`config.mk`:
```
export PLATFORM = sky130hd
export DESIGN_NAME = cache_refill_flat
export DESIGN_NICKNAME = d
export VERILOG_FILES = /design/src/rtl/cache_refill_if.sv /design/src/rtl/cache_refill.sv /design/src/flat_wrapper.sv
export SDC_FILE = /design/constraint.sdc
export NUM_CORES = 1
export LEC_CHECK = 0
export BUFFER_PORTS_ARGS = -buffer_cell sky130_fd_sc_hd__clkbuf_2
export CAP_MARGIN = 20
export CELL_PAD_IN_SITES_DETAIL_PLACEMENT = 0
export CELL_PAD_IN_SITES_GLOBAL_PLACEMENT = 2
export CORE_ASPECT_RATIO = 2
export CORE_MARGIN = 3
export CORE_UTILIZATION = 29
export DETAILED_ROUTE_END_ITERATION = 6
export GPL_TIMING_DRIVEN = 0
export PLACE_DENSITY_LB_ADDON = 0.1
export SLEW_MARGIN = 20
export SYNTH_ARGS = -nofsm -noshare
export SYNTH_HDL_FRONTEND = slang
export SYNTH_SLANG_ARGS = --single-unit
```
`constraint.sdc`:
```
create_clock -name clk -period 1.6 [get_ports clk]
set_clock_uncertainty 0.05 [all_clocks]
set_input_delay 0.16 -clock clk [delete_from_list [all_inputs] [get_ports clk]]
set_output_delay 0.16 -clock clk [all_outputs]
set_load 0.01 [all_outputs]
```
`src/rtl/cache_refill_if.sv`:
```
// Miss-path refill bus: miss request, memory burst read, SRAM write port, forward and completion.
interface cache_refill_if #(
  parameter int unsigned ADDR_WIDTH = 30,
  parameter int unsigned NUM_WAYS   = 4
);
  localparam int unsigned WAY_W = (NUM_WAYS > 1) ? $clog2(NUM_WAYS) : 1;

  logic                  miss_vld_i;
  logic                  miss_rdy_o;
  logic [ADDR_WIDTH-1:0] miss_addr_i;
  logic [WAY_W-1:0]      miss_way_i;

  logic                  mem_req_o;
  logic [ADDR_WIDTH-1:0] mem_addr_o;
  logic                  mem_gnt_i;
  logic                  mem_rvld_i;
  logic [31:0]           mem_rdat_i;
  logic                  mem_err_i;

  logic                  scan_enb_o;
  logic [8:0]            scan_addr_o;
  logic [31:0]           scan_data_o;
  logic [NUM_WAYS-1:0]   scan_web_tag_o;
  logic [NUM_WAYS-1:0]   scan_web_cache_o;
  logic                  scan_web_meta_o;

  logic                  fwd_vld_o;
  logic [31:0]           fwd_dat_o;

  logic                  done_vld_o;
  logic                  done_err_o;
  logic                  done_rdy_i;

  // Refill engine side
  modport master (
    input  miss_vld_i, miss_addr_i, miss_way_i,
    output miss_rdy_o,
    output mem_req_o, mem_addr_o,
    input  mem_gnt_i, mem_rvld_i, mem_rdat_i, mem_err_i,
    output scan_enb_o, scan_addr_o, scan_data_o,
    output scan_web_tag_o, scan_web_cache_o, scan_web_meta_o,
    output fwd_vld_o, fwd_dat_o,
    output done_vld_o, done_err_o,
    input  done_rdy_i
  );

  // Cache controller / memory side
  modport slave (
    output miss_vld_i, miss_addr_i, miss_way_i,
    input  miss_rdy_o,
    input  mem_req_o, mem_addr_o,
    output mem_gnt_i, mem_rvld_i, mem_rdat_i, mem_err_i,
    input  scan_enb_o, scan_addr_o, scan_data_o,
    input  scan_web_tag_o, scan_web_cache_o, scan_web_meta_o,
    input  fwd_vld_o, fwd_dat_o,
    input  done_vld_o, done_err_o,
    output done_rdy_i
  );
endinterface

```
`src/rtl/cache_refill.sv`:
```
// Line-refill engine: fetches a 4-word line, writes data words then the tag, forwards the critical word.
module cache_refill #(
  parameter int unsigned ADDR_WIDTH = 30,
  parameter int unsigned NUM_WAYS   = 4
) (
  input logic            clk,
  input logic            reset,
  cache_refill_if.master bus
);
  localparam int unsigned TAG_W = ADDR_WIDTH - 9;
  localparam int unsigned WAY_W = (NUM_WAYS > 1) ? $clog2(NUM_WAYS) : 1;

  typedef enum logic [2:0] {IDLE, REQ, DATA, TAG, DONE} state_t;

  state_t              state_q;
  logic [1:0]          off_q;
  logic [1:0]          cnt_q;
  logic [WAY_W-1:0]    way_q;
  logic                err_q;
  logic                last_q;

  logic [6:0]          index_c;
  logic [TAG_W-1:0]    tag_c;
  logic [NUM_WAYS-1:0] way_sel_c;
  logic [31:0]         tag_word_c;

  // Line fields come from the captured, line-aligned request address
  assign index_c   = bus.mem_addr_o[8:2];
  assign tag_c     = bus.mem_addr_o[ADDR_WIDTH-1:9];
  assign way_sel_c = NUM_WAYS'(1) << way_q;

  // Tag entry: valid bit cleared when any beat reported an error
  always_comb begin
    tag_word_c            = '0;
    tag_word_c[31]        = ~err_q;
    tag_word_c[TAG_W-1:0] = tag_c;
  end

  assign bus.miss_rdy_o      = (state_q == IDLE);
  assign bus.scan_web_meta_o = 1'b1;

  // Refill sequencer with registered outputs
  always_ff @(posedge clk or negedge reset) begin
    if (!reset) begin
      state_q              <= IDLE;
      off_q                <= '0;
      cnt_q                <= '0;
      way_q                <= '0;
      err_q                <= 1'b0;
      last_q               <= 1'b0;
      bus.mem_req_o        <= 1'b0;
      bus.mem_addr_o       <= '0;
      bus.scan_enb_o       <= 1'b1;
      bus.scan_addr_o      <= '0;
      bus.scan_data_o      <= '0;
      bus.scan_web_tag_o   <= '1;
      bus.scan_web_cache_o <= '1;
      bus.fwd_vld_o        <= 1'b0;
      bus.fwd_dat_o        <= '0;
      bus.done_vld_o       <= 1'b0;
      bus.done_err_o       <= 1'b0;
    end else begin
      bus.fwd_vld_o <= 1'b0;
      case (state_q)
        IDLE: begin
          if (bus.miss_vld_i) begin
            bus.mem_addr_o <= {bus.miss_addr_i[ADDR_WIDTH-1:2], 2'b00};
            off_q          <= bus.miss_addr_i[1:0];
            way_q          <= bus.miss_way_i;
            cnt_q          <= '0;
            err_q          <= 1'b0;
            last_q         <= 1'b0;
            bus.mem_req_o  <= 1'b1;
            state_q        <= REQ;
          end
        end
        REQ: begin
          if (bus.mem_gnt_i) begin
            bus.mem_req_o <= 1'b0;
            state_q       <= DATA;
          end
        end
        DATA: begin
          if (last_q) begin
            // Data complete: tag write keeps the SRAM port owned
            bus.scan_addr_o      <= {2'b00, index_c};
            bus.scan_data_o      <= tag_word_c;
            bus.scan_web_cache_o <= '1;
            bus.scan_web_tag_o   <= ~way_sel_c;
            state_q              <= TAG;
          end else if (bus.mem_rvld_i) begin
            bus.scan_enb_o       <= 1'b0;
            bus.scan_addr_o      <= {index_c, cnt_q};
            bus.scan_data_o      <= bus.mem_rdat_i;
            bus.scan_web_cache_o <= ~way_sel_c;
            bus.fwd_vld_o        <= (cnt_q == off_q);
            if (cnt_q == off_q) bus.fwd_dat_o <= bus.mem_rdat_i;
            if (bus.mem_err_i) err_q <= 1'b1;
            if (cnt_q == 2'd3) last_q <= 1'b1;
            else               cnt_q  <= cnt_q + 2'd1;
          end else begin
            // Gap between beats: hold the port, write nothing
            bus.scan_web_cache_o <= '1;
          end
        end
        TAG: begin
          bus.scan_enb_o     <= 1'b1;
          bus.scan_web_tag_o <= '1;
          bus.done_vld_o     <= 1'b1;
          bus.done_err_o     <= err_q;
          state_q            <= DONE;
        end
        DONE: begin
          if (bus.done_rdy_i) begin
            bus.done_vld_o <= 1'b0;
            bus.done_err_o <= 1'b0;
            state_q        <= IDLE;
          end
        end
        default: state_q <= IDLE;
      endcase
    end
  end
endmodule

```
`src/flat_wrapper.sv`:
```
// flat-port wrapper written by rule: the top's interface ports become plain ports
module cache_refill_flat 
#(
  parameter int unsigned ADDR_WIDTH = 30,
  parameter int unsigned NUM_WAYS   = 4
)
  (clk, reset, bus_miss_vld_i, bus_miss_addr_i, bus_miss_way_i, bus_miss_rdy_o, bus_mem_req_o, bus_mem_addr_o, bus_mem_gnt_i, bus_mem_rvld_i, bus_mem_rdat_i, bus_mem_err_i, bus_scan_enb_o, bus_scan_addr_o, bus_scan_data_o, bus_scan_web_tag_o, bus_scan_web_cache_o, bus_scan_web_meta_o, bus_fwd_vld_o, bus_fwd_dat_o, bus_done_vld_o, bus_done_err_o, bus_done_rdy_i);
  cache_refill_if #(.ADDR_WIDTH(ADDR_WIDTH), .NUM_WAYS(NUM_WAYS)) bus_i ();
  input logic clk;
  input logic reset;
  input wire logic [$bits(bus_i.miss_vld_i)-1:0] bus_miss_vld_i;
  input wire logic [$bits(bus_i.miss_addr_i)-1:0] bus_miss_addr_i;
  input wire logic [$bits(bus_i.miss_way_i)-1:0] bus_miss_way_i;
  output wire logic [$bits(bus_i.miss_rdy_o)-1:0] bus_miss_rdy_o;
  output wire logic [$bits(bus_i.mem_req_o)-1:0] bus_mem_req_o;
  output wire logic [$bits(bus_i.mem_addr_o)-1:0] bus_mem_addr_o;
  input wire logic [$bits(bus_i.mem_gnt_i)-1:0] bus_mem_gnt_i;
  input wire logic [$bits(bus_i.mem_rvld_i)-1:0] bus_mem_rvld_i;
  input wire logic [$bits(bus_i.mem_rdat_i)-1:0] bus_mem_rdat_i;
  input wire logic [$bits(bus_i.mem_err_i)-1:0] bus_mem_err_i;
  output wire logic [$bits(bus_i.scan_enb_o)-1:0] bus_scan_enb_o;
  output wire logic [$bits(bus_i.scan_addr_o)-1:0] bus_scan_addr_o;
  output wire logic [$bits(bus_i.scan_data_o)-1:0] bus_scan_data_o;
  output wire logic [$bits(bus_i.scan_web_tag_o)-1:0] bus_scan_web_tag_o;
  output wire logic [$bits(bus_i.scan_web_cache_o)-1:0] bus_scan_web_cache_o;
  output wire logic [$bits(bus_i.scan_web_meta_o)-1:0] bus_scan_web_meta_o;
  output wire logic [$bits(bus_i.fwd_vld_o)-1:0] bus_fwd_vld_o;
  output wire logic [$bits(bus_i.fwd_dat_o)-1:0] bus_fwd_dat_o;
  output wire logic [$bits(bus_i.done_vld_o)-1:0] bus_done_vld_o;
  output wire logic [$bits(bus_i.done_err_o)-1:0] bus_done_err_o;
  input wire logic [$bits(bus_i.done_rdy_i)-1:0] bus_done_rdy_i;
  assign bus_i.miss_vld_i = bus_miss_vld_i;
  assign bus_i.miss_addr_i = bus_miss_addr_i;
  assign bus_i.miss_way_i = bus_miss_way_i;
  assign bus_miss_rdy_o = bus_i.miss_rdy_o;
  assign bus_mem_req_o = bus_i.mem_req_o;
  assign bus_mem_addr_o = bus_i.mem_addr_o;
  assign bus_i.mem_gnt_i = bus_mem_gnt_i;
  assign bus_i.mem_rvld_i = bus_mem_rvld_i;
  assign bus_i.mem_rdat_i = bus_mem_rdat_i;
  assign bus_i.mem_err_i = bus_mem_err_i;
  assign bus_scan_enb_o = bus_i.scan_enb_o;
  assign bus_scan_addr_o = bus_i.scan_addr_o;
  assign bus_scan_data_o = bus_i.scan_data_o;
  assign bus_scan_web_tag_o = bus_i.scan_web_tag_o;
  assign bus_scan_web_cache_o = bus_i.scan_web_cache_o;
  assign bus_scan_web_meta_o = bus_i.scan_web_meta_o;
  assign bus_fwd_vld_o = bus_i.fwd_vld_o;
  assign bus_fwd_dat_o = bus_i.fwd_dat_o;
  assign bus_done_vld_o = bus_i.done_vld_o;
  assign bus_done_err_o = bus_i.done_err_o;
  assign bus_i.done_rdy_i = bus_done_rdy_i;
  cache_refill #(.ADDR_WIDTH(ADDR_WIDTH), .NUM_WAYS(NUM_WAYS)) u_core (.clk(clk), .reset(reset), .bus(bus_i));
endmodule
```
==> flow_metrics.env <==
export IMPL_status="finished with violations"
export IMPL_violations="negative setup slack"
export IMPL_first_iter_violations=58
export IMPL_io_pins=189
export IMPL_root_buffer="clkbuf_16"
export IMPL_yosys_area_top_type_share_pct=56.19
export IMPL_drive_gt1_share_pct=60.18
export IMPL_hold_violations=0
export IMPL_critPathKind="reg -> reg"
export IMPL_routabilityCongestion=0.7426
export IMPL_fin_util_pct=46.97
export IMPL_fin_ws_ps=-104.3
export IMPL_yosys_top_cells_count="119 x mux2_2, 116 x dfrtp_1, 12 x a22o_1"
export IMPL_synth_seq_area_share_pct=60.77
export IMPL_dp_hpwl_um=11170
export IMPL_layout_min_cycle_time_ps=1704
export IMPL_grt_ovfl_total=0
export IMPL_fillCellCount=1667
export IMPL_ir_drop_mv=0.8652
export IMPL_post_drt_via_cell_ratio=4.557
export IMPL_io_buffer_count=185
export IMPL_met3_usage_pct=4.310
export IMPL_diodes=0
export IMPL_yosys_warnings=0
export IMPL_die_y_um=194.8
export IMPL_cp_end_kind="flip-flop"
export IMPL_leakage_nw=4.003
export IMPL_busiest_layer="met2"
export IMPL_placedInstanceArea_um2=6422
export IMPL_finalCritPeriodShare_pct=106.5
export IMPL_drc=0
export IMPL_cp_data_required_time_ps=1840
export IMPL_startpoint_type="flip-flop"
export IMPL_grtUsageMet1_pct=17.67
export IMPL_num_rows=68
export IMPL_path_clk_slew_ps=50
export IMPL_ant_nets=0
export IMPL_final_area_um2=8152
export IMPL_fin_nets=714
export IMPL_synth_area_um2=5166
export IMPL_yosysMostFrequentCell="mux2_2"
export IMPL_fmax_mhz=586.7
export IMPL_die_x_um=100.4
export IMPL_h_tree_depth=4
export IMPL_synth_top_area_cell="dfrtp_1"
export IMPL_start_util_pct=29.76
export IMPL_met2_usage_pct=30.43
export IMPL_grt_pass1_vias=4370
export IMPL_synth_cells=350
export IMPL_numCtsBuffers=17
export IMPL_drv_slew=0
export IMPL_power_density_nw_per_um2=1897
export IMPL_setup_tns_final_ps=-4540
export IMPL_synth_edf_count=0
export IMPL_cts_buffer_depth=2
export IMPL_regArea_um2=3143
export IMPL_ys_ff_latch=125
export IMPL_syn_avg_cell_area_um2=14.76
export IMPL_synth_area_leaders="dfrtp_1 56%, mux2_2 26%, dfstp_2 4.6%"
export IMPL_track_usage_pct=16.62
export IMPL_fp_coreArea_um2=17360
export IMPL_cap_violations=0
export IMPL_hp_class="in -> reg"
export IMPL_crit_fanout=8
export IMPL_vias=3933
export IMPL_multi_input_area_um2=2058
export IMPL_grt_max_degree=89
export IMPL_crit_arrival_ps=1950
export IMPL_ys_async_sr_fraction_pct=100.0
export IMPL_die_area_um2=19550
export IMPL_syn2layout_area_growth_pct=57.79
export IMPL_synthFlopType="dfrtp_1"
export IMPL_dr_pass1_iters=4
export IMPL_cts_sinks=125
export IMPL_wl_per_cell_um=18.60
export IMPL_insertion_delay_ps=410
export IMPL_synth_cell_types=34
export IMPL_rsz0062_at_grt="true"
export IMPL_antenna_found_initial=0
export IMPL_routed_wirelength_um=16060
export IMPL_total_power_mw=15.47
export IMPL_setup_violations=94
export IMPL_grt_pass1_wl_um=24710
export IMPL_cts_tree="done"
-- layout make-up --
class / count / area share [%]
plain buffers: 22 / 3.147
inverters: 3 / 0.1381
multi-input cells: 200 / 25.25
well taps: 210 / 3.223
clock inverters: 8 / 0.8289
clock buffers: 22 / 5.817
flip-flops and latches: 125 / 38.56
repair buffers: 273 / 23.04
-- critical path: stages (launching register included) --
cell and delay, ps:
dfrtp_2 440, nor3b_4 170, buf_4 160, o21ai_4 170, clkbuf_8 250, mux2_2 330
-- through the flow --
step           hold slack (ps)  instances  setup WS (ps)
2_1_floorplan           -185.6        351         -35.04
3_3_place_gp             325.2        746          -2004
3_5_place_dp             56.30        747         -534.2
4_1_cts                  19.12        856         -86.58
5_1_grt                  58.03        863         -150.9
6_report                 43.55        863         -104.3
-- state kept, by name, indices dropped and copies added (netlist names) --
| signal | flops |
|---|---|
| u_core.bus.fwd_dat_o | 32 |
| u_core.bus.scan_data_o | 32 |
| u_core.bus.mem_addr_o | 28 |
| u_core.bus.scan_addr_o | 9 |
| u_core.bus.scan_web_cache_o | 4 |
| u_core.bus.scan_web_tag_o | 4 |
| u_core.state_q | 3 |
| u_core.cnt_q | 2 |
| u_core.off_q | 2 |
| u_core.way_q | 2 |
| u_core.bus.done_err_o | 1 |
| u_core.bus.done_vld_o | 1 |
| u_core.bus.fwd_vld_o | 1 |
| u_core.bus.mem_req_o | 1 |
| u_core.bus.scan_enb_o | 1 |
| u_core.err_q | 1 |
| u_core.last_q | 1 |
-- routing by layer --
layer | wire, um | part of all wire (%) | up-vias
met5 | 0 | 0 | -
met4 | 353 | 2.2 | 0
met3 | 800 | 5.0 | 20
met2 | 9194 | 57 | 124
met1 | 5707 | 36 | 1958
li1 | - | - | 1831
-- power breakdown --
group          switching, mW  internal (mW)  total, mW
registers               1.00           4.70       5.70
logic                   2.76           3.42       6.18
clock network           1.36           2.22       3.59
total                   5.12           10.3       15.5
-- cell usage in the layout (no fill, tap or decap), types with 4 or more instances in the layout --
master / instances
clkbuf_2: 185
dfrtp_1: 113
mux2_2: 87
dlygate4sd3_1: 68
mux2_4: 32
clkbuf_16: 21
buf_4: 13
a22o_1: 12
nor2_1: 11
a21oi_1: 10
buf_6: 9
dfstp_2: 9
clkbuf_8: 6
clkinv_2: 6
clkbuf_4: 4
mux2_1: 4
buf_12: 4
nor2b_1: 4
nor3_1: 4
nand3b_1: 4
-- cell families after synthesis --
kind of cell	after synthesis	share of synthesized area, %
AO/OA/AOI/OAI	32	4.214
XOR/XNOR	2	0.3391
adder cells (fa/ha/maj)	1	0.2422
buffers and inverters	26	2.494
flip-flops	125	60.77
multiplexers	124	27.00
other	2	0.1454
AND/OR/NAND/NOR	38	4.795
-- final timing paths --
path | start | to | slack (ps) | depth (start not counted)
hold reg to reg | u_core.bus.scan_data_o[18] | u_core.bus.scan_data_o[18] | 440 | 1
setup reg to reg | u_core.state_q[1] | u_core.bus.scan_addr_o[3] | -100 | 5
min in group asynchronous | reset | u_core.bus.fwd_vld_o | 180 | 2
max in group asynchronous | reset | u_core.state_q[1] | 530 | 3
hold / removal | bus_mem_rvld_i | u_core.last_q | 40 | 3
setup / recovery | u_core.state_q[1] | u_core.bus.scan_addr_o[3] | -100 | 5
-- repair_timing --
action / in CTS / in global routing
hold buffers: 68 / 0
buffers inserted: 10 / 3
pin swaps: 1 / 1
hold endpoints to repair: 114 / 0
cloned: 2 / 4
resized for setup: 56 / 31
endpoints found under the setup margin: 120 / 114
Note: power is estimated with default switching activity, not from simulation.
